File: config.mk
export PLATFORM = sky130hd
export DESIGN_NAME = multi_dco_flat
export DESIGN_NICKNAME = d
export VERILOG_FILES = /design/src/rtl/dco_pkg.sv /design/src/rtl/multi_dco_if.sv /design/src/rtl/dco_channel.sv /design/src/rtl/multi_dco.sv /design/src/flat_wrapper.sv
export SDC_FILE = /design/constraint.sdc
export NUM_CORES = 1
export LEC_CHECK = 0
export CAP_MARGIN = 10
export CORE_UTILIZATION = 50
export CTS_CLUSTER_DIAMETER = 200
export CTS_CLUSTER_SIZE = 8
export DETAILED_ROUTE_END_ITERATION = 12
export PLACE_DENSITY = 0.72
export SETUP_SLACK_MARGIN = 0.3
export SLEW_MARGIN = 40
export SYNTH_ARGS = -nofsm -noshare
export SYNTH_HDL_FRONTEND = slang
export SYNTH_HIERARCHICAL = 1
export SYNTH_SLANG_ARGS = --single-unit
File: constraint.sdc
create_clock -name clk -period 4.9 [get_ports clk]
set_input_delay 1.225 -clock clk [delete_from_list [all_inputs] [get_ports clk]]
set_output_delay 1.225 -clock clk [all_outputs]
set_load 0.02 [all_outputs]
File: src/rtl/dco_pkg.sv
// Shared types and default sizing for the multi-channel digitally controlled
// oscillator block.
package dco_pkg;

    // Output shape selected per channel.
    typedef enum logic {
        MODE_SQUARE = 1'b0,  // 50% duty, MSB of the phase accumulator
        MODE_PULSE  = 1'b1   // one-cycle strobe per accumulator wrap
    } dco_mode_e;

    localparam int DEF_N_CH   = 4;
    localparam int DEF_CODE_W = 8;
    localparam int DEF_ACC_W  = 12;

    // Channel index width; a single channel still gets a one-bit select.
    function automatic int ch_w(input int n);
        return (n > 1) ? $clog2(n) : 1;
    endfunction

endpackage

File: src/rtl/multi_dco_if.sv
// Configuration handshake and per-channel outputs of multi_dco.
//
// Handshake: the master holds cfg_valid and cfg_ch/cfg_code/cfg_mode stable
// until it sees cfg_ready; one transfer happens on every rising clk edge where
// cfg_valid and cfg_ready are both high. cfg_ready may drop while cfg_valid is
// low and depends only on the addressed channel's pending flag.
interface multi_dco_if import dco_pkg::*; #(
    parameter int N_CH   = DEF_N_CH,
    parameter int CODE_W = DEF_CODE_W
);
    localparam int CH_W = ch_w(N_CH);

    logic              ena;
    logic              cfg_valid;
    logic              cfg_ready;
    logic [CH_W-1:0]   cfg_ch;
    logic [CODE_W-1:0] cfg_code;
    logic              cfg_mode;
    logic [N_CH-1:0]   dco_out;
    logic [N_CH-1:0]   wrap_pulse;
    logic [N_CH-1:0]   pending;

    modport master (
        output ena, cfg_valid, cfg_ch, cfg_code, cfg_mode,
        input  cfg_ready, dco_out, wrap_pulse, pending
    );

    modport slave (
        input  ena, cfg_valid, cfg_ch, cfg_code, cfg_mode,
        output cfg_ready, dco_out, wrap_pulse, pending
    );

endinterface

File: src/rtl/dco_channel.sv
// One oscillator channel: phase accumulator, double-buffered code/mode with a
// pending flag, and the registered output mux. New settings take effect only
// at an accumulator wrap (or immediately when the channel is stopped), so the
// output never shows a shortened period.
module dco_channel import dco_pkg::*; #(
    parameter int CODE_W = DEF_CODE_W,
    parameter int ACC_W  = DEF_ACC_W
) (
    input  logic              clk,
    input  logic              rst_n,     // active-high asynchronous reset
    input  logic              ena,
    input  logic              wr_en,     // accepted transfer addressed here
    input  logic [CODE_W-1:0] cfg_code,
    input  logic              cfg_mode,
    output logic              dco_o,
    output logic              wrap_o,
    output logic              pend_o
);

    logic [ACC_W-1:0]  acc_q, acc_d;
    logic [CODE_W-1:0] code_q, code_d;
    logic [CODE_W-1:0] pcode_q, pcode_d;
    dco_mode_e         mode_q, mode_d;
    dco_mode_e         pmode_q, pmode_d;
    logic              pend_q, pend_d;
    logic              wrap_q, wrap_d;
    logic              dco_q, dco_d;

    logic [ACC_W:0]    sum;
    logic              run;
    logic              carry;
    logic              apply;

    // Next-state: accumulate, apply pending settings at wrap, capture writes.
    always_comb begin
        acc_d   = acc_q;
        code_d  = code_q;
        mode_d  = mode_q;
        pcode_d = pcode_q;
        pmode_d = pmode_q;
        pend_d  = pend_q;

        sum   = {1'b0, acc_q} + {1'b0, ACC_W'(code_q)};
        run   = ena && (code_q != '0);
        carry = run && sum[ACC_W];
        if (run) begin
            acc_d = sum[ACC_W-1:0];
        end
        wrap_d = carry;

        // A stopped channel picks up its pending setting on the next enabled
        // edge; a running one waits for its own wrap so the phase carries over.
        apply = ena && pend_q && ((code_q == '0) || carry);
        if (apply) begin
            code_d = pcode_q;
            mode_d = pmode_q;
            pend_d = 1'b0;
            if (code_q == '0) begin
                acc_d = '0;
            end
            if (pcode_q == '0) begin
                acc_d  = '0;
                wrap_d = 1'b0;
            end
        end

        // wr_en is only raised while pend_q is low, so it never races apply.
        if (wr_en) begin
            pcode_d = cfg_code;
            pmode_d = dco_mode_e'(cfg_mode);
            pend_d  = 1'b1;
        end

        dco_d = (mode_d == MODE_PULSE) ? wrap_d : acc_d[ACC_W-1];
    end

    // Channel state register with asynchronous clear.
    always_ff @(posedge clk or posedge rst_n) begin
        if (rst_n) begin
            acc_q   <= '0;
            code_q  <= '0;
            mode_q  <= MODE_SQUARE;
            pcode_q <= '0;
            pmode_q <= MODE_SQUARE;
            pend_q  <= 1'b0;
            wrap_q  <= 1'b0;
            dco_q   <= 1'b0;
        end else begin
            acc_q   <= acc_d;
            code_q  <= code_d;
            mode_q  <= mode_d;
            pcode_q <= pcode_d;
            pmode_q <= pmode_d;
            pend_q  <= pend_d;
            wrap_q  <= wrap_d;
            dco_q   <= dco_d;
        end
    end

    assign dco_o  = dco_q;
    assign wrap_o = wrap_q;
    assign pend_o = pend_q;

endmodule

File: src/rtl/multi_dco.sv
// Multi-channel DCO top: decodes the configuration handshake and fans it out
// to N_CH independent dco_channel instances.
module multi_dco import dco_pkg::*; #(
    parameter int N_CH   = DEF_N_CH,
    parameter int CODE_W = DEF_CODE_W,
    parameter int ACC_W  = DEF_ACC_W
) (
    input  logic         clk,
    input  logic         rst_n,    // active-high asynchronous reset
    multi_dco_if.slave   bus
);

    localparam int CH_W = ch_w(N_CH);

    if (ACC_W < CODE_W) begin : g_acc_w_check
        $error("multi_dco: ACC_W must be >= CODE_W");
    end
    if ((N_CH < 1) || (N_CH > 8)) begin : g_n_ch_check
        $error("multi_dco: N_CH must be in 1..8");
    end

    logic [N_CH-1:0] pend_w;
    logic [N_CH-1:0] dco_w;
    logic [N_CH-1:0] wrap_w;
    logic [N_CH-1:0] wr_en;
    logic            cfg_ready_c;

    // Ready follows the addressed channel; out-of-range writes are swallowed.
    always_comb begin
        cfg_ready_c = 1'b1;
        if (int'(bus.cfg_ch) < N_CH) begin
            cfg_ready_c = !pend_w[bus.cfg_ch];
        end
    end

    for (genvar i = 0; i < N_CH; i++) begin : g_ch
        assign wr_en[i] = bus.cfg_valid && cfg_ready_c && (bus.cfg_ch == CH_W'(i));

        dco_channel #(
            .CODE_W (CODE_W),
            .ACC_W  (ACC_W)
        ) u_ch (
            .clk      (clk),
            .rst_n    (rst_n),
            .ena      (bus.ena),
            .wr_en    (wr_en[i]),
            .cfg_code (bus.cfg_code),
            .cfg_mode (bus.cfg_mode),
            .dco_o    (dco_w[i]),
            .wrap_o   (wrap_w[i]),
            .pend_o   (pend_w[i])
        );
    end

    assign bus.cfg_ready  = cfg_ready_c;
    assign bus.dco_out    = dco_w;
    assign bus.wrap_pulse = wrap_w;
    assign bus.pending    = pend_w;

endmodule

File: src/flat_wrapper.sv
// flat-port wrapper written by rule: the top's interface ports become plain ports
module multi_dco_flat import dco_pkg::*;
#(
    parameter int N_CH   = DEF_N_CH,
    parameter int CODE_W = DEF_CODE_W,
    parameter int ACC_W  = DEF_ACC_W
)
  (clk, rst_n, bus_ena, bus_cfg_valid, bus_cfg_ch, bus_cfg_code, bus_cfg_mode, bus_cfg_ready, bus_dco_out, bus_wrap_pulse, bus_pending);
  multi_dco_if #(.N_CH(N_CH), .CODE_W(CODE_W)) bus_i ();
  input  logic clk;
  input  logic rst_n;
  input wire logic [$bits(bus_i.ena)-1:0] bus_ena;
  input wire logic [$bits(bus_i.cfg_valid)-1:0] bus_cfg_valid;
  input wire logic [$bits(bus_i.cfg_ch)-1:0] bus_cfg_ch;
  input wire logic [$bits(bus_i.cfg_code)-1:0] bus_cfg_code;
  input wire logic [$bits(bus_i.cfg_mode)-1:0] bus_cfg_mode;
  output wire logic [$bits(bus_i.cfg_ready)-1:0] bus_cfg_ready;
  output wire logic [$bits(bus_i.dco_out)-1:0] bus_dco_out;
  output wire logic [$bits(bus_i.wrap_pulse)-1:0] bus_wrap_pulse;
  output wire logic [$bits(bus_i.pending)-1:0] bus_pending;
  assign bus_i.ena = bus_ena;
  assign bus_i.cfg_valid = bus_cfg_valid;
  assign bus_i.cfg_ch = bus_cfg_ch;
  assign bus_i.cfg_code = bus_cfg_code;
  assign bus_i.cfg_mode = bus_cfg_mode;
  assign bus_cfg_ready = bus_i.cfg_ready;
  assign bus_dco_out = bus_i.dco_out;
  assign bus_wrap_pulse = bus_i.wrap_pulse;
  assign bus_pending = bus_i.pending;
  multi_dco #(.N_CH(N_CH), .CODE_W(CODE_W), .ACC_W(ACC_W)) u_core (.clk(clk), .rst_n(rst_n), .bus(bus_i));
endmodule
Word level (Yosys, flattened, before mapping)
Index checks and enable logic that the tools add are counted.

Magnitude comparators: 1. Muxes and demuxes: 42. Equal/unequal tests: 3. Add/sub/neg operators: 4. Reduce and logical (&&, ||, !) cells: 43.

Operators by type and width (count): 2-to-1 mux 12 bit (16); zero test 8 bit (8); adder 12 x 8 -> 13 bit (4); nonzero test 8 bit (4); 2-to-1 mux 1 bit (25); logical AND 1 bit (21); nonzero test 2 bit (4); equality test 2 bit, second input constant (2); logical OR 1 bit (4); < comparator 2 x 3 -> 1 bit, second input constant (1); binary-select mux 1 bit (select 2 bit) (1); equality test 2 x 1 -> 1 bit, second input constant (1); zero test 2 bit (1); zero test 1 bit (1).

Register bits: 132. Logic and storage cells: 125.

Depth between registers and ports, before layout
Gate-level depths: netlist of run 1.

Depth in word-level cells: 7. Mapped depth: 8. Depth with buffers taken out: 8.

Modules after synthesis
Netlist of run 1, hierarchy kept.

Modules (own cells, without submodules): dco_channel (u_core.g_ch[2].u_ch ...) (cells an instance 152, area an instance 1700.4 sq um, times used 2); dco_channel (u_core.g_ch[0].u_ch ...) (cells an instance 144, area an instance 1665.3 sq um, times used 2); multi_dco (cells an instance 7, area an instance 63.8 sq um, times used 1).

Worst setup path before layout of run 1
No wires, ideal clock.

Path type: in2out. From: input port bus_cfg_ch[0]. To: output port bus_cfg_ready. Arrival: 1.843 ns. Stages on the path: 2. Path slack: 1.832 ns. Cell sequence: mux4_2 inv_1.

Longest elaborated chain between the ends: 3.

RTL lines: start, declared (line flat_wrapper.sv:14) `input wire logic [$bits(bus_i.cfg_ch)-1:0] bus_cfg_ch;`; binary-select mux 1 bit (select 2 bit) (line multi_dco.sv:32) `cfg_ready_c = !pend_w[bus.cfg_ch];`; 2-to-1 mux 1 bit (implied by the code) (line multi_dco.sv:32); zero test 1 bit (line multi_dco.sv:32); end, declared (line flat_wrapper.sv:17) `output wire logic [$bits(bus_i.cfg_ready)-1:0] bus_cfg_ready;`.

Every way passes these cells. The select of a mux whose other input is x is not followed.

Worst setup path in the final report of run 1
Ends and elaborated chain as after synthesis.

==> tab_implementation.tex, run 1 <==
\begin{tabular}{lr}
\hline
Metric & Value \\
\hline
\multicolumn{2}{l}{\textbf{Status}} \\
\quad Result of the run & finished clean \\
\multicolumn{2}{l}{\textbf{Route}} \\
\quad Number of vias per cell after detailed routing & just under 6 \\
\quad Top Layer Used & met4 \\
\quad Final WL & 14.7 mm \\
\quad Via count & $\sim$4800 \\
\quad Remaining routing DRC violations & 0 \\
\quad M1 WL & approximately 6.6 mm \\
\quad Detailed route wirelength on metal3 & approximately 490 µm \\
\quad Drt first-iter violations & between 300 and 400 \\
\quad WL/cell & around 18 µm \\
\quad First-pass iteration count of the detailed router & 5 \\
\quad Detailed-routed wire length on met2 & 7.37 mm \\
\quad Post-detailed-route count of antenna-violating nets & 0 \\
\multicolumn{2}{l}{\textbf{Final layout}} \\
\quad Layout area overhead & 16.5\% \\
\quad Layout net count & 689 \\
\quad Antenna diode instance count & 0 \\
\quad Ratio of cells with drive above 1 in the final layout & a little over a fifth \\
\quad Final cell utilization of the core & about three fifths \\
\multicolumn{2}{l}{\textbf{Timing}} \\
\quad Worst setup skew after layout & around 7.5 ps \\
\quad Setup total negative slack & 0 ps \\
\quad Timing-limited maximum frequency & around 0.24 GHz \\
\quad Final period utilization & a little under nine tenths \\
\quad Final Critical Period & 4210 ps \\
\quad Final WS setup & just under 700 ps \\
\quad Max-slew violations & 0 \\
\quad Setup-failing EPs final & 0 \\
\quad Worst rel slew slack & 49.6\% \\
\quad Count of endpoints failing hold in the final timing report & 0 \\
\quad Slew at the pin with the worst max-slew slack & between 700 and 800 ps \\
\quad RSZ-0062 raised after global routing & no \\
\multicolumn{2}{l}{\textbf{Worst setup path}} \\
\quad R2R Setup Slk & 2020 ps \\
\quad Startpoint of the worst register-to-register path & u\_core/g\_ch[0].u\_ch/acc\_q[0] \\
\quad Startpoint kind of the worst setup timing path & primary input \\
\quad Crit Path Category & in2out \\
\quad Largest fanout of any net on the critical path & 4 \\
\quad Endpoint of the lowest-slack register-to-register path & u\_core/g\_ch[0].u\_ch/dco\_o \\
\quad Worst setup EP type & output port \\
\quad Worst path arrival time & 2990 ps \\
\quad CP startpoint & bus\_cfg\_ch[0] \\
\quad Worst Setup EP & bus\_cfg\_ready \\
\quad Worst-case reg-to-reg path depth & 8 \\
\quad Required time of the critical path & roughly 3700 ps \\
\multicolumn{2}{l}{\textbf{Die}} \\
\quad Die outline width & about 120 µm \\
\quad Overall die height & about 120 µm \\
\quad Site Rows & between 40 and 50 \\
\quad Number of placed I/O pins & 28 \\
\quad Die outline area & 14100 µm² \\
\quad Core area & between 10000 and 15000 µm² \\
\quad Initial core utilization & approximately half \\
\multicolumn{2}{l}{\textbf{Placement}} \\
\quad Number of port buffers & 27 \\
\quad Post-detailed-placement half-perimeter wirelength & between 10 and 15 mm \\
\quad Final weighted congestion in routability-driven placement & just under 0.9 \\
\quad Worst setup timing slack at the placement stage & just under 700 ps \\
\multicolumn{2}{l}{\textbf{Power}} \\
\quad Highest ir drop seen on vdd & around 0.42 mV \\
\quad Static Leakage & about 0.0036 µW \\
\quad Pwr per Cell Area & roughly 720 nW/µm² \\
\multicolumn{2}{l}{\textbf{Synth}} \\
\quad Sequential-to-total area share from yosys stat & just under 50\% \\
\quad Post-Syn Area per Cell & approximately 11 µm² \\
\quad Synth area leaders & sky130\_fd\_sc\_hd\_\_dfrtp\_1 (49\%), sky130\_fd\_sc\_hd\_\_mux2\_2 (11\%), sky130\_fd\_sc\_hd\_\_ha\_1 (5.9\%) \\
\quad Count of cell types in the netlist & 49 \\
\quad Number of enable-type register cells in the synthesized netlist & 0 \\
\quad Cell type with the largest total area after synthesis & sky130\_fd\_sc\_hd\_\_dfrtp\_1 \\
\quad Cell area after synthesis & 6800 µm² \\
\quad Post-synthesis net count & 650 \\
\quad Top cells by count, synth & sky130\_fd\_sc\_hd\_\_dfrtp\_1 (132), sky130\_fd\_sc\_hd\_\_mux2\_2 (68), sky130\_fd\_sc\_hd\_\_nand2\_1 (65) \\
\quad Most numerous cell in the Yosys netlist & sky130\_fd\_sc\_hd\_\_dfrtp\_1 \\
\quad Instance count of the mapped netlist & about 600 \\
\quad Number of flip-flops and latches in the synthesized netlist & 132 \\
\quad Yosys top cell area share & 48.6\% \\
\quad Warnings from Yosys & 6 \\
\quad Commonest register cell after synthesis & sky130\_fd\_sc\_hd\_\_dfrtp\_1 \\
\quad Fraction of registers with async set/reset & 100\% \\
\multicolumn{2}{l}{\textbf{GRT}} \\
\quad GRT Total Usage & a little under a quarter \\
\quad Via count of the first global-routing pass & around 5000 \\
\quad Final global-route overflow total & 0 \\
\quad Maximum number of pins on one net before global-route repair & 34 \\
\quad First-pass GRT wire length & 24.8 mm \\
\quad Number of antenna violations at the first check in global routing & 0 \\
\multicolumn{2}{l}{\textbf{CTS}} \\
\quad Clock tree from TritonCTS & yes \\
\quad Bufs on Longest Clock Path & 2 \\
\quad Source-to-sink clock delay at the later pin of the worst-skew pair & around 410 ps \\
\quad Number of clock sinks & approximately 130 \\
\quad Post-cts gate resize count & 0 \\
\quad Root cell of the clock tree & sky130\_fd\_sc\_hd\_\_clkbuf\_16 \\
\quad Register clock-pin slew on the reported worst setup and hold paths & around 60 ps \\
\quad Hold Buf Count CTS & 0 \\
\quad Post-CTS Setup Repair Bufs & 0 \\
\quad H-tree depth reported by CTS & 4 \\
\quad CTS buffer count & 17 \\
\multicolumn{2}{l}{\textbf{Worst hold path}} \\
\quad Type of the most critical hold path & reg2reg \\
\multicolumn{2}{l}{\textbf{Flow run}} \\
\quad Number of violations of the max-capacitance limit & 0 \\
\hline
\end{tabular}
[layer usage]
layer	global-route usage, %	up-vias
met2	37.7	92
met1	28.2	2420
met5	0	-
li1	-	2275
met3	5.02	20
met4	9.65	0
[stage by stage]
stage	power, µW	hold WS (ps)	instances	area (µm²)
3_5_place_dp	4360	497	795	7310
3_3_place_gp	4220	493	795	7290
4_1_cts	5710	504	827	7920
2_1_floorplan	3800	478	599	6800
6_report	5700	506	827	7920
5_1_grt	6110	516	827	7920
[layout make-up]
cell class / count / area [µm²]
clock buffer: 24 / 482
clock inverter: 8 / 124
fill: 1086 / 5320
inverter: 11 / 41.3
multi-input combinational: 442 / 3430
sequential: 132 / 3300
tap: 176 / 220
timing repair buffer: 34 / 323
[worst max-delay path, stage by stage]
cell and delay [ps]:
sky130_fd_sc_hd__clkdlybuf4s50_1 580, sky130_fd_sc_hd__mux4_2 520, sky130_fd_sc_hd__inv_1 70, sky130_fd_sc_hd__clkdlybuf4s50_1 590
[power by group]
part           switching, µW  leakage, µW  internal, µW
logic                   1210      0.00164          1150
clock network            457     0.000290           840
registers                457      0.00164          1590
total                   2130      0.00357          3570
[layout by cell type (no fill, tap or decap), drive strengths merged, types with 12 or more instances in the layout]
master	n
clkdlybuf4s50	27
nor4	12
dfrtp	132
nor2	36
nand2	65
ha	32
xnor2	24
a21oi	58
a21o	18
nand4	12
clkbuf	24
mux2	74
o21ai	14
[how the worst min path moves through the flow]
stage                                        to                        start  slack (ps)  cells past startpoint
floorplan            u_core/g_ch[0].u_ch/mode_q   u_core/g_ch[0].u_ch/mode_q         480                      1
global placement    u_core/g_ch[1].u_ch/pmode_q  u_core/g_ch[1].u_ch/pmode_q         490                      1
detailed placement   u_core/g_ch[1].u_ch/mode_q   u_core/g_ch[1].u_ch/mode_q         500                      1
CTS                  u_core/g_ch[1].u_ch/mode_q   u_core/g_ch[1].u_ch/mode_q         500                      1
global route         u_core/g_ch[1].u_ch/mode_q   u_core/g_ch[1].u_ch/mode_q         520                      1
finish               u_core/g_ch[1].u_ch/mode_q   u_core/g_ch[1].u_ch/mode_q         510                      1
[state kept, by name, summed over array words and instances (netlist names)]
register and cells:
u_core/g_ch.u_ch/acc_q 48, u_core/g_ch.u_ch/code_q 32, u_core/g_ch.u_ch/dco_o 4, u_core/g_ch.u_ch/mode_q 4, u_core/g_ch.u_ch/pcode_q 32, u_core/g_ch.u_ch/pend_o 4
u_core/g_ch.u_ch/pmode_q 4, u_core/g_ch.u_ch/wrap_o 4
[kinds of logic (layout without fill, tap and decap cells)]
kind of cell / count (synthesis) / count (layout) / synth area share (%)
simple gates: 167 / 167 / 12.8
flops: 132 / 132 / 48.6
compound gates: 130 / 130 / 12.9
mux: 77 / 77 / 13.1
fa+ha+maj: 36 / 36 / 7.07
xor+xnor: 32 / 32 / 4.12
buf+inv: 25 / 77 / 1.38
(Power assumes the default switching activity.)
==> inputs of run 2 (changes only) <==
--- a/config.mk
+++ b/config.mk
@@ -5,12 +5,15 @@
 export SDC_FILE = /design/constraint.sdc
 export NUM_CORES = 1
 export LEC_CHECK = 0
+export ABC_AREA = 1
 export CAP_MARGIN = 10
+export CORE_ASPECT_RATIO = 1.25
 export CORE_UTILIZATION = 50
 export CTS_CLUSTER_DIAMETER = 200
 export CTS_CLUSTER_SIZE = 8
 export DETAILED_ROUTE_END_ITERATION = 12
-export PLACE_DENSITY = 0.72
+export HOLD_SLACK_MARGIN = 0.12
+export PLACE_DENSITY = 0.71
 export SETUP_SLACK_MARGIN = 0.3
 export SLEW_MARGIN = 40
 export SYNTH_ARGS = -nofsm -noshare
==> run 2 against run 1 <==
Clock power decreased by 4%. Global-route usage decreased by 1.6 points. Area after synthesis increased by 8.7%. Critical path type unchanged. Critical endpoint unchanged. Largest cell class unchanged. Largest power group unchanged.
==> tab_implementation.tex, run 2 <==
\begin{tabular}{lr}
\hline
Metric & Value \\
\hline
\multicolumn{2}{l}{\textbf{Route}} \\
\quad Via count & 5839 (was 4807) \\
\quad Number of vias per cell after detailed routing & 4.99 (was 5.81) \\
\quad First-pass iteration count of the detailed router & 5 (unchanged) \\
\quad Post-detailed-route count of antenna-violating nets & 0 (unchanged) \\
\quad Final WL & 14.9 mm (was 14.7 mm) \\
\quad Drt first-iter violations & 277 (was 336) \\
\quad Remaining routing DRC violations & 0 (unchanged) \\
\quad WL/cell & 12.8 µm (was 17.8 µm) \\
\multicolumn{2}{l}{\textbf{Final layout}} \\
\quad Leading cell type in the layout, fill and taps excluded & sky130\_fd\_sc\_hd\_\_nand2\_1 (was sky130\_fd\_sc\_hd\_\_dfrtp\_1) \\
\quad Register bank with the most flops & u\_core/g\_ch.u\_ch/acc\_q (unchanged) \\
\quad Layout net count & 1030 (was 689) \\
\quad Area of all sequential standard cells & 3300 µm² (unchanged) \\
\quad Ratio of cells with drive above 1 in the final layout & 8.58\% (was 21.7\%) \\
\quad Final cell utilization of the core & 58.2\% (was 59.8\%) \\
\quad Fill cell count & 1304 (was 1086) \\
\quad Most frequent cells in the layout & sky130\_fd\_sc\_hd\_\_nand2\_1 (245), sky130\_fd\_sc\_hd\_\_inv\_1 (146), sky130\_fd\_sc\_hd\_\_dfrtp\_1 (132), sky130\_fd\_sc\_hd\_\_o21ai\_0 (96), sky130\_fd\_sc\_hd\_\_nor2\_1 (80) (was sky130\_fd\_sc\_hd\_\_dfrtp\_1 (132), sky130\_fd\_sc\_hd\_\_mux2\_2 (68), sky130\_fd\_sc\_hd\_\_nand2\_1 (65), sky130\_fd\_sc\_hd\_\_a21oi\_1 (54), sky130\_fd\_sc\_hd\_\_nor2\_1 (36)) \\
\quad Max FFs per register & 48 (unchanged) \\
\quad Layout area overhead & 13.5\% (was 16.5\%) \\
\quad Total area of multi-input combinational cells & 3410 µm² (was 3430 µm²) \\
\quad Antenna diode instance count & 0 (unchanged) \\
\quad Largest registers & u\_core/g\_ch.u\_ch/acc\_q: 48 flops, u\_core/g\_ch.u\_ch/code\_q: 32 flops, u\_core/g\_ch.u\_ch/pcode\_q: 32 flops (unchanged) \\
\multicolumn{2}{l}{\textbf{Synth}} \\
\quad Cell area after synthesis & 7390 µm² (was 6800 µm²) \\
\quad Commonest register cell after synthesis & sky130\_fd\_sc\_hd\_\_dfrtp\_1 (unchanged) \\
\quad Synth area leaders & sky130\_fd\_sc\_hd\_\_dfrtp\_1 (45\%), sky130\_fd\_sc\_hd\_\_nand2\_1 (12\%), sky130\_fd\_sc\_hd\_\_inv\_1 (7.4\%) (was sky130\_fd\_sc\_hd\_\_dfrtp\_1 (49\%), sky130\_fd\_sc\_hd\_\_mux2\_2 (11\%), sky130\_fd\_sc\_hd\_\_ha\_1 (5.9\%)) \\
\quad Post-synthesis net count & 1000 (was 650) \\
\quad Warnings from Yosys & 6 (unchanged) \\
\quad Top cells by count, synth & sky130\_fd\_sc\_hd\_\_nand2\_1 (245), sky130\_fd\_sc\_hd\_\_inv\_1 (146), sky130\_fd\_sc\_hd\_\_dfrtp\_1 (132) (was sky130\_fd\_sc\_hd\_\_dfrtp\_1 (132), sky130\_fd\_sc\_hd\_\_mux2\_2 (68), sky130\_fd\_sc\_hd\_\_nand2\_1 (65)) \\
\quad Count of cell types in the netlist & 27 (was 49) \\
\quad Post-Syn Area per Cell & 7.79 µm² (was 11.3 µm²) \\
\quad Instance count of the mapped netlist & 949 (was 599) \\
\quad Cell type with the largest total area after synthesis & sky130\_fd\_sc\_hd\_\_dfrtp\_1 (unchanged) \\
\quad Most numerous cell in the Yosys netlist & sky130\_fd\_sc\_hd\_\_nand2\_1 (was sky130\_fd\_sc\_hd\_\_dfrtp\_1) \\
\quad Number of enable-type register cells in the synthesized netlist & 0 (unchanged) \\
\quad Sequential-to-total area share from yosys stat & 44.7\% (was 48.6\%) \\
\quad Fraction of registers with async set/reset & 100\% (unchanged) \\
\quad Number of flip-flops and latches in the synthesized netlist & 132 (unchanged) \\
\quad Yosys top cell area share & 44.7\% (was 48.6\%) \\
\multicolumn{2}{l}{\textbf{GRT}} \\
\quad Number of antenna violations at the first check in global routing & 0 (unchanged) \\
\quad Via count of the first global-routing pass & 5399 (was 5043) \\
\quad GRT Total Usage & 21.0\% (was 22.6\%) \\
\quad Maximum number of pins on one net before global-route repair & 34 (unchanged) \\
\quad First-pass GRT wire length & 25.2 mm (was 24.8 mm) \\
\quad Final global-route overflow total & 0 (unchanged) \\
\multicolumn{2}{l}{\textbf{Power}} \\
\quad Pwr per Cell Area & 674 nW/µm² (was 720 nW/µm²) \\
\quad Highest ir drop seen on vdd & 0.334 mV (was 0.424 mV) \\
\quad Static Leakage & 0.00446 µW (was 0.00357 µW) \\
\multicolumn{2}{l}{\textbf{Timing}} \\
\quad Final period utilization & 81.5\% (was 86.0\%) \\
\quad Setup total negative slack & 0 ps (unchanged) \\
\quad Final hold slack & 512 ps (was 506 ps) \\
\quad Worst setup skew after layout & 12.6 ps (was 7.49 ps) \\
\quad Final Critical Period & 3990 ps (was 4210 ps) \\
\quad Timing-limited maximum frequency & 0.251 GHz (was 0.237 GHz) \\
\quad RSZ-0062 raised after global routing & no (unchanged) \\
\quad Slew at the pin with the worst max-slew slack & 604 ps (was 753 ps) \\
\quad Max-slew violations & 0 (unchanged) \\
\quad Worst rel slew slack & 59.7\% (was 49.6\%) \\
\quad Setup-failing EPs final & 0 (unchanged) \\
\quad Count of endpoints failing hold in the final timing report & 0 (unchanged) \\
\multicolumn{2}{l}{\textbf{Worst setup path}} \\
\quad Startpoint kind of the worst setup timing path & primary input (unchanged) \\
\quad Largest fanout of any net on the critical path & 5 (was 4) \\
\quad Required time of the critical path & 3670 ps (about the same) \\
\quad Peak per-stage delay on the critical path & 590 ps (about the same) \\
\quad Worst setup EP type & output port (unchanged) \\
\quad CP cell instances & clkdlybuf4s50\_1, inv\_2, nand2\_1, nand2\_2, nand2\_2, and2\_2, clkdlybuf4s50\_1 (was clkdlybuf4s50\_1, mux4\_2, inv\_1, clkdlybuf4s50\_1) \\
\quad Category of cells accounting for the largest share of critical-path delay & buffers and inverters (unchanged) \\
\quad Slowest cell on the critical path & sky130\_fd\_sc\_hd\_\_clkdlybuf4s50\_1 (unchanged) \\
\quad Worst path arrival time & 2770 ps (was 2990 ps) \\
\quad Crit Path Category & in2out (unchanged) \\
\quad Number of buffers and inverters on the critical path & 3 (unchanged) \\
\multicolumn{2}{l}{\textbf{CTS}} \\
\quad Register clock-pin slew on the reported worst setup and hold paths & 50 ps (was 60 ps) \\
\quad Number of clock sinks & 132 (unchanged) \\
\quad Clock tree from TritonCTS & yes (unchanged) \\
\quad Root cell of the clock tree & sky130\_fd\_sc\_hd\_\_clkbuf\_16 (unchanged) \\
\quad Bufs on Longest Clock Path & 2 (unchanged) \\
\quad Hold Buf Count CTS & 0 (unchanged) \\
\quad Post-CTS Setup Repair Bufs & 0 (unchanged) \\
\quad Post-cts gate resize count & 0 (unchanged) \\
\quad Source-to-sink clock delay at the later pin of the worst-skew pair & 420 ps (was 410 ps) \\
\quad CTS buffer count & 17 (unchanged) \\
\quad H-tree depth reported by CTS & 4 (unchanged) \\
\multicolumn{2}{l}{\textbf{Die}} \\
\quad Number of placed I/O pins & 28 (unchanged) \\
\quad Overall die height & 138 µm (was 119 µm) \\
\quad Core area & 14400 µm² (was 13200 µm²) \\
\quad Site Rows & 49 (was 42) \\
\quad Die outline width & 111 µm (was 119 µm) \\
\quad Die outline area & 15300 µm² (was 14100 µm²) \\
\quad Initial core utilization & 51.3\% (about the same) \\
\multicolumn{2}{l}{\textbf{Placement}} \\
\quad Number of port buffers & 27 (unchanged) \\
\quad Post-detailed-placement half-perimeter wirelength & 10.6 mm (was 10.2 mm) \\
\quad Final weighted congestion in routability-driven placement & 0.881 (was 0.887) \\
\multicolumn{2}{l}{\textbf{Worst hold path}} \\
\quad Type of the most critical hold path & reg2reg (unchanged) \\
\multicolumn{2}{l}{\textbf{Flow run}} \\
\quad Number of violations of the max-capacitance limit & 0 (unchanged) \\
\multicolumn{2}{l}{\textbf{Status}} \\
\quad Result of the run & finished clean (unchanged) \\
\hline
\end{tabular}
[run 2: cell count changes after synthesis, sizes merged, moves of 14 or more]
cell,delta
nand2,+193
inv,+142
o21ai,+82
mux2,-74
nor2,+62
nand3,+37
a21oi,-22
or2,+20
xnor2,-20
a21o,-14
[run 2: cell families after synthesis]
| kind of cell | count (synthesis) | share of synthesized area [%] |
|---|---|---|
| AO/OA/AOI/OAI | 136 | 9.35 |
| XOR/XNOR | 16 | 1.90 |
| adder cells (fa/ha/maj) | 36 | 6.50 |
| buffers and inverters | 173 | 9.26 |
| flip-flops | 132 | 44.7 |
| multiplexers | 8 | 1.08 |
| AND/OR/NAND/NOR | 448 | 27.2 |
[run 2: routing by layer]
metal | GRT usage [%] | share of wire [%] | vias up | routed length, µm
met1 | 26.7 | 47 | 2705 | 6990
li1 | - | - | 3038 | -
met5 | 0 | 0 | - | 0
met4 | 7.19 | 1.3 | 0 | 201
met2 | 35.5 | 49 | 79 | 7270
met3 | 4.63 | 3.1 | 17 | 469
[run 2: area by class of cell]
type | instances | share of cell area [%]
clock buffers | 19 | 5.40
clock inverters | 12 | 1.55
inverters | 153 | 6.85
multi-input cells | 644 | 40.6
flip-flops and latches | 132 | 39.4
well taps | 178 | 2.65
repair buffers | 31 | 3.58
[run 2: worst min-delay path, cell delays in order (launching register included)]
cell	delay (ps)
sky130_fd_sc_hd__dfrtp_1	360
sky130_fd_sc_hd__nand2_1	60
sky130_fd_sc_hd__o21ai_0	60
[run 2: worst paths after layout]
path                                               start                              to  slack, ps  cells after the start
max reg2reg                u_core/g_ch[2].u_ch/code_q[0]   u_core/g_ch[2].u_ch/acc_q[10]       2600                     11
max                                        bus_cfg_ch[0]                   bus_cfg_ready        910                      7
max in group asynchronous                          rst_n    u_core/g_ch[3].u_ch/acc_q[0]       3310                      3
min in group asynchronous                          rst_n  u_core/g_ch[0].u_ch/pcode_q[1]       1280                      3
min                        u_core/g_ch[1].u_ch/code_q[4]   u_core/g_ch[1].u_ch/code_q[4]        510                      2
min reg2reg                u_core/g_ch[1].u_ch/code_q[4]   u_core/g_ch[1].u_ch/code_q[4]        510                      2
[run 2: where the power goes]
group | internal, µW | switching [µW] | total (µW)
sequential | 1580 | 330 | 1910
combinational | 968 | 1530 | 2490
clock | 772 | 474 | 1250
[run 2: stage by stage]
step | power (µW) | area (µm²) | cells | setup slack, ps
2_1_floorplan | 3840 | 7390 | 949 | 2020
3_3_place_gp | 4330 | 7800 | 1138 | 930
3_5_place_dp | 4400 | 7810 | 1138 | 912
4_1_cts | 5700 | 8390 | 1169 | 901
5_1_grt | 6200 | 8390 | 1169 | 789
6_report | 5650 | 8390 | 1169 | 909
==> patch 1, RTL diff (config.mk and constraints of run 1) <==
Change the package constant `DEF_N_CH` from 4 to 5.
--- a/src/rtl/dco_pkg.sv
+++ b/src/rtl/dco_pkg.sv
@@ -8,7 +8,7 @@
         MODE_PULSE  = 1'b1   // one-cycle strobe per accumulator wrap
     } dco_mode_e;
 
-    localparam int DEF_N_CH   = 4;
+    localparam int DEF_N_CH   = 5;
     localparam int DEF_CODE_W = 8;
     localparam int DEF_ACC_W  = 12;
 
Ports: changed (resized bus_cfg_ch, bus_dco_out, bus_pending and bus_wrap_pulse); port bits go from 28 to 32. The function was not compared with the original's and may differ.
==> patch 1 against run 1 <==
Sequential share of layout area grew 0.88 points. Highest routed layer unchanged. Wire length increased by 22%. Worst setup slack worse by 140 ps. Sequential cell count is 33 higher. Power grew 17%. Largest power group unchanged. Core utilization decreased by 1.1 points. Area after synthesis rose by 25%. Design area is 22% higher. Fmax fell by 3.3%.
==> patch 1: results (changes against run 1) <==
Mean Syn Cell Area 11.4 um2 (was 11.3 um2); Fill cells 1323 (was 1086); DP Wirelength 12700 um (was 10200 um); Area after DPL 9120 um2 (was 7310 um2); maximum VDD drop 0.000344 V (was 0.000424 V); met3 wire length 571 um (was 492 um); CP peak stage delay 710 ps (was 590 ps); Avg WL per Cell 17.8 um (about the same); slowest CP cell clkdlybuf4s50_1 (unchanged); Cell variety after synth 52 (was 49); GR Util met2 37.2% (was 37.7%); worst endpoint data arrival time 3130 ps (was 2990 ps); IO buf count 31 (was 27); dpl cells 981 (was 795); global-route wire length before repair 30900 um (was 24800 um); wl on met1 8070 um (was 6620 um); outcome completed (unchanged); Final #Nets 841 (was 689); leak pwr 4.37 nW (was 3.57 nW); DRT antenna net count 0 (unchanged); final setup fails 0 (unchanged); pre-CTS setup slack 325 ps (was 678 ps); Post-synth top cells dfrtp_1 (165), mux2_2 (85), nand2_1 (66), a21oi_1 (65), nor2_1 (57) (was dfrtp_1 (132), mux2_2 (68), nand2_1 (65), a21oi_1 (54), nor2_1 (36)); met1 GRT Util 28.8% (was 28.2%); layout cell share with drive strength beyond 1 21.8% (was 21.7%); Primary FF master, synth dfrtp_1 (unchanged); vias in the first global route 6265 (was 5043); Slew @ Worst Pin 805 ps (was 753 ps); met3 Use GR 4.58% (was 5.02%); Synth area leaders dfrtp_1 (49%), mux2_2 (11%), ha_1 (5.9%), a21oi_1 (3.8%), xnor2_1 (3.1%) (was dfrtp_1 (49%), mux2_2 (11%), ha_1 (5.9%), a21oi_1 (4.0%), nand2_1 (3.6%)); Initial DRC Count 354 (was 336); syn_nets 800 (was 650); post-synthesis sequential area ratio 48.8% (was 48.6%); clock skew 9.04 ps (was 7.49 ps); GRT Total Usage 22.3% (was 22.6%); Top Layer Used met4 (unchanged); Post-Layout Cell Count 1012 (was 827); critical-path maximum fanout 6 (was 4); GPL Wtd Cong 0.847 (was 0.887); vias 5940 (was 4807); met2 WL post-DR 8990 um (was 7370 um); biggest regs u_core/g_ch.u_ch/acc_q (60), u_core/g_ch.u_ch/code_q (40), u_core/g_ch.u_ch/pcode_q (40) (was u_core/g_ch.u_ch/acc_q (48), u_core/g_ch.u_ch/code_q (32), u_core/g_ch.u_ch/pcode_q (32)); clock root buffer master clkbuf_16 (unchanged); fin util 58.7% (was 59.8%)
patch 1: where the power goes:
| part | total [mW] | switching, mW | internal [mW] |
|---|---|---|---|
| combinational | 2.86 | 1.47 | 1.38 |
| clock | 1.29 | 0.557 | 0.733 |
| sequential | 2.55 | 0.573 | 1.98 |
| total | 6.69 | 2.60 | 4.09 |
patch 1: cell type report:
type | instances | area share [%]
Tap cell | 220 | 2.84
Sequential cell | 165 | 42.6
Clock inverter | 12 | 1.24
Timing Repair Buffer | 38 | 3.77
Clock buffer | 19 | 4.67
Inverter | 12 | 0.465
Multi-Input combinational cell | 546 | 44.4
patch 1: repair_timing:
item                                    in CTS  in global routing
endpoints found under the setup margin       0                  1
resized for setup                            0                  1
hold buffers                                 0                  0
patch 1: logic make-up after synthesis:
family | Yosys count | share of synthesized area, %
and+or+nand+nor | 203 | 12.4
adders and majority gates | 45 | 7.10
DFF | 165 | 48.8
AOI/OAI and AO/OA | 158 | 12.5
buffers and inverters | 28 | 1.27
muxes | 100 | 13.7
xor gates and xnor gates | 40 | 4.14
patch 1: final timing paths:
check                                               from                              to  slack (ps)  cells after the start
hold reg to reg               u_core/g_ch[2].u_ch/mode_q      u_core/g_ch[2].u_ch/mode_q         510                      1
min in group asynchronous                          rst_n  u_core/g_ch[4].u_ch/pcode_q[6]        1380                      2
setup / recovery                           bus_cfg_ch[1]                   bus_cfg_ready         540                      4
setup reg to reg           u_core/g_ch[3].u_ch/code_q[0]       u_core/g_ch[3].u_ch/dco_o        1950                      8
hold / removal                u_core/g_ch[2].u_ch/mode_q      u_core/g_ch[2].u_ch/mode_q         510                      1
max in group asynchronous                          rst_n   u_core/g_ch[0].u_ch/code_q[3]        3000                      3
==> patch 2, RTL diff (config.mk and constraints of run 1) <==
Made on the original files. Reset style: synchronous (`rst_n`), changed in one clocked block. Comments in the files are not updated.
--- a/src/rtl/dco_channel.sv
+++ b/src/rtl/dco_channel.sv
@@ -75,7 +75,7 @@
     end
 
     // Channel state register with asynchronous clear.
-    always_ff @(posedge clk or posedge rst_n) begin
+    always_ff @(posedge clk) begin
         if (rst_n) begin
             acc_q   <= '0;
             code_q  <= '0;
Behaviour: differs if rst_n is asserted again (counterexample within 4 cycles, from zero or initial values and one cycle with rst_n high); with rst_n held inactive, the same outputs for 10 cycles.
==> patch 2 against run 1 <==
Via count up 7.5%. Clock skew up 0.83 ps. Design area down 3.3%. Critical path depth unchanged. Area after synthesis down 2.8%. Wire length down 5.1%. Sequential cell count unchanged. Worst setup slack worse by 89 ps. Worst hold slack worse by 32 ps. Highest routed layer unchanged. Sequential share of layout area down 7.2 points. Die area down 2.7%.
Power is not compared: it rests on default switching activity, and its combinational part moved more than twofold at a synthesized area within 25%.
==> patch 2: results (changes against run 1) <==
layout cell share with drive strength beyond 1 11.2% (was 21.7%); register-to-register setup slack 2170 ps (was 2020 ps); Synth Area in Adders 7.27% (was 7.07%); Final #Nets 791 (was 689); initial antenna violation count 0 (unchanged); crit path to bus_cfg_ready (unchanged); met1 GRT Util 28.8% (was 28.2%); setup bufs post-CTS 0 (unchanged); CTS resizes 0 (unchanged); Compound-Gate Fraction of Synth Area 18.7% (was 12.9%); max_slew headroom 55.6% (was 49.6%); Initial DRC Count 413 (was 336); sw frac 21.0%; GR Util met2 34.9% (was 37.7%); met3 wire length 467 um (was 492 um); Post-synth top cells dfxtp_1 (132), nor2_1 (102), nand2_1 (83), a21oi_1 (76), mux2i_1 (40) (was dfrtp_1 (132), mux2_2 (68), nand2_1 (65), a21oi_1 (54), nor2_1 (36)); DP Wirelength 9870 um (was 10200 um); maximum VDD drop 0.000230 V; end of the worst register-to-register path u_core/g_ch[2].u_ch/dco_o (was u_core/g_ch[0].u_ch/dco_o); global-route wire length before repair 23100 um (was 24800 um); worst setup path startpoint bus_cfg_ch[0] (unchanged); number of CTS-inserted buffers 17 (unchanged); met3 Use GR 4.38% (was 5.02%); Avg WL per Cell 15.1 um (was 17.8 um); vias in the first global route 4835 (was 5043); CTS Buffer Depth 2 (unchanged); XOR/XNOR Fraction of Synth Area 4.24% (was 4.12%); critical-path maximum fanout 4 (unchanged); GPL Wtd Cong 0.833 (was 0.887); vias 5168 (was 4807); Primary FF master, synth dfxtp_1 (was dfrtp_1); outcome completed (unchanged); Cell variety after synth 47 (was 49); min-delay worst type reg -> reg (unchanged); worst endpoint data arrival time 3080 ps (was 2990 ps); mux cell area share after synthesis 7.08% (was 13.1%); post-synthesis sequential area ratio 40.0% (was 48.6%); worst r2r src u_core/g_ch[2].u_ch/code_q[0] (was u_core/g_ch[0].u_ch/acc_q[0]); H-tree levels 4 (unchanged); wl on met1 6720 um (was 6620 um); Reg2Reg Depth 8 (unchanged); Synth area leaders dfxtp_1 (40%), ha_1 (6.1%), mux2i_1 (6.1%), nor2_1 (5.8%), a21oi_1 (5.8%) (was dfrtp_1 (49%), mux2_2 (11%), ha_1 (5.9%), a21oi_1 (4.0%), nand2_1 (3.6%)); ys async rst share 0% (was 100%); DRT antenna net count 0 (unchanged); syn_nets 766 (was 650); Fill cells 1019 (was 1086); clock root buffer master clkbuf_16 (unchanged); biggest regs u_core/g_ch.u_ch/acc_q (48), u_core/g_ch.u_ch/code_q (32), u_core/g_ch.u_ch/pcode_q (32) (unchanged); GRT Total Usage 21.7% (was 22.6%); met2 WL post-DR 6600 um (was 7370 um); largest net degree at the start of global routing 54 (was 34); clock skew 8.32 ps (was 7.49 ps); router iterations before antenna repair 5 (unchanged)
==> patch 2: cell count changes after synthesis, sizes merged, moves of 6 or more <==
cell / delta
dfrtp: -132
a21oi: +34
nand2: +24
nor3: -8
xor2: +16
nand3: +28
mux2: -70
nor2: +68
mux2i: +38
inv: -10
xnor2: -16
dfxtp: +132
buf: +6
==> patch 2: critical path, stage by stage <==
cell             delay [ps]
clkdlybuf4s50_1         590
mux4_2                  580
inv_1                    80
clkdlybuf4s50_1         600
==> patch 2: cell families (layout without fill, tap and decap cells) <==
| kind of cell | count (synthesis) | after routing |
|---|---|---|
| xor+xnor | 32 | 32 |
| fa+ha+maj | 36 | 36 |
| simple gates | 281 | 281 |
| flops | 132 | 132 |
| buf+inv | 25 | 63 |
| mux | 45 | 45 |
| compound gates | 164 | 164 |
==> patch 2: worst min-delay path by stage <==
stage / depth (start not counted) / from / slack (ps) / endpoint
after floorplan: 2 / u_core/g_ch[0].u_ch/acc_q[7] / 440 / u_core/g_ch[0].u_ch/acc_q[7]
after global placement: 2 / u_core/g_ch[0].u_ch/acc_q[7] / 460 / u_core/g_ch[0].u_ch/acc_q[7]
after detailed placement: 2 / u_core/g_ch[2].u_ch/acc_q[7] / 470 / u_core/g_ch[2].u_ch/acc_q[7]
after CTS: 2 / u_core/g_ch[2].u_ch/acc_q[7] / 470 / u_core/g_ch[2].u_ch/acc_q[7]
after global routing: 2 / u_core/g_ch[3].u_ch/acc_q[0] / 490 / u_core/g_ch[3].u_ch/acc_q[0]
final: 2 / u_core/g_ch[2].u_ch/acc_q[7] / 470 / u_core/g_ch[2].u_ch/acc_q[7]
==> patch 2: power by group through the flow <==
stage / Combinational, mW / Sequential [mW] / Clock [mW]
final: 0.126 / 1.10 / 1.37
after CTS: 0.126 / 1.10 / 1.39
after global routing: 0.136 / 1.10 / 1.45
after global placement: 0.121 / 1.12 / 0
after detailed placement: 0.125 / 1.12 / 0
after floorplan: 0.0832 / 1.12 / 0
==> patch 2: final cells by class <==
| cell class | instances | area share [%] |
|---|---|---|
| Multi-Input combinational cell | 558 | 50.4 |
| Sequential cell | 132 | 34.5 |
| Clock buffer | 24 | 6.55 |
| Timing Repair Buffer | 30 | 3.76 |
| Tap cell | 172 | 2.81 |
| Clock inverter | 8 | 1.90 |
| Inverter | 1 | 0.0490 |
==> patch 2: metrics by stage <==
| stage | instances | setup WS (ps) | area (um2) |
|---|---|---|---|
| 3_5_place_dp | 893 | 601 | 7010 |
| 4_1_cts | 925 | 602 | 7650 |
| 5_1_grt | 925 | 580 | 7650 |
| 6_report | 925 | 596 | 7650 |
| 2_1_floorplan | 715 | 1830 | 6610 |
| 3_3_place_gp | 893 | 618 | 7000 |
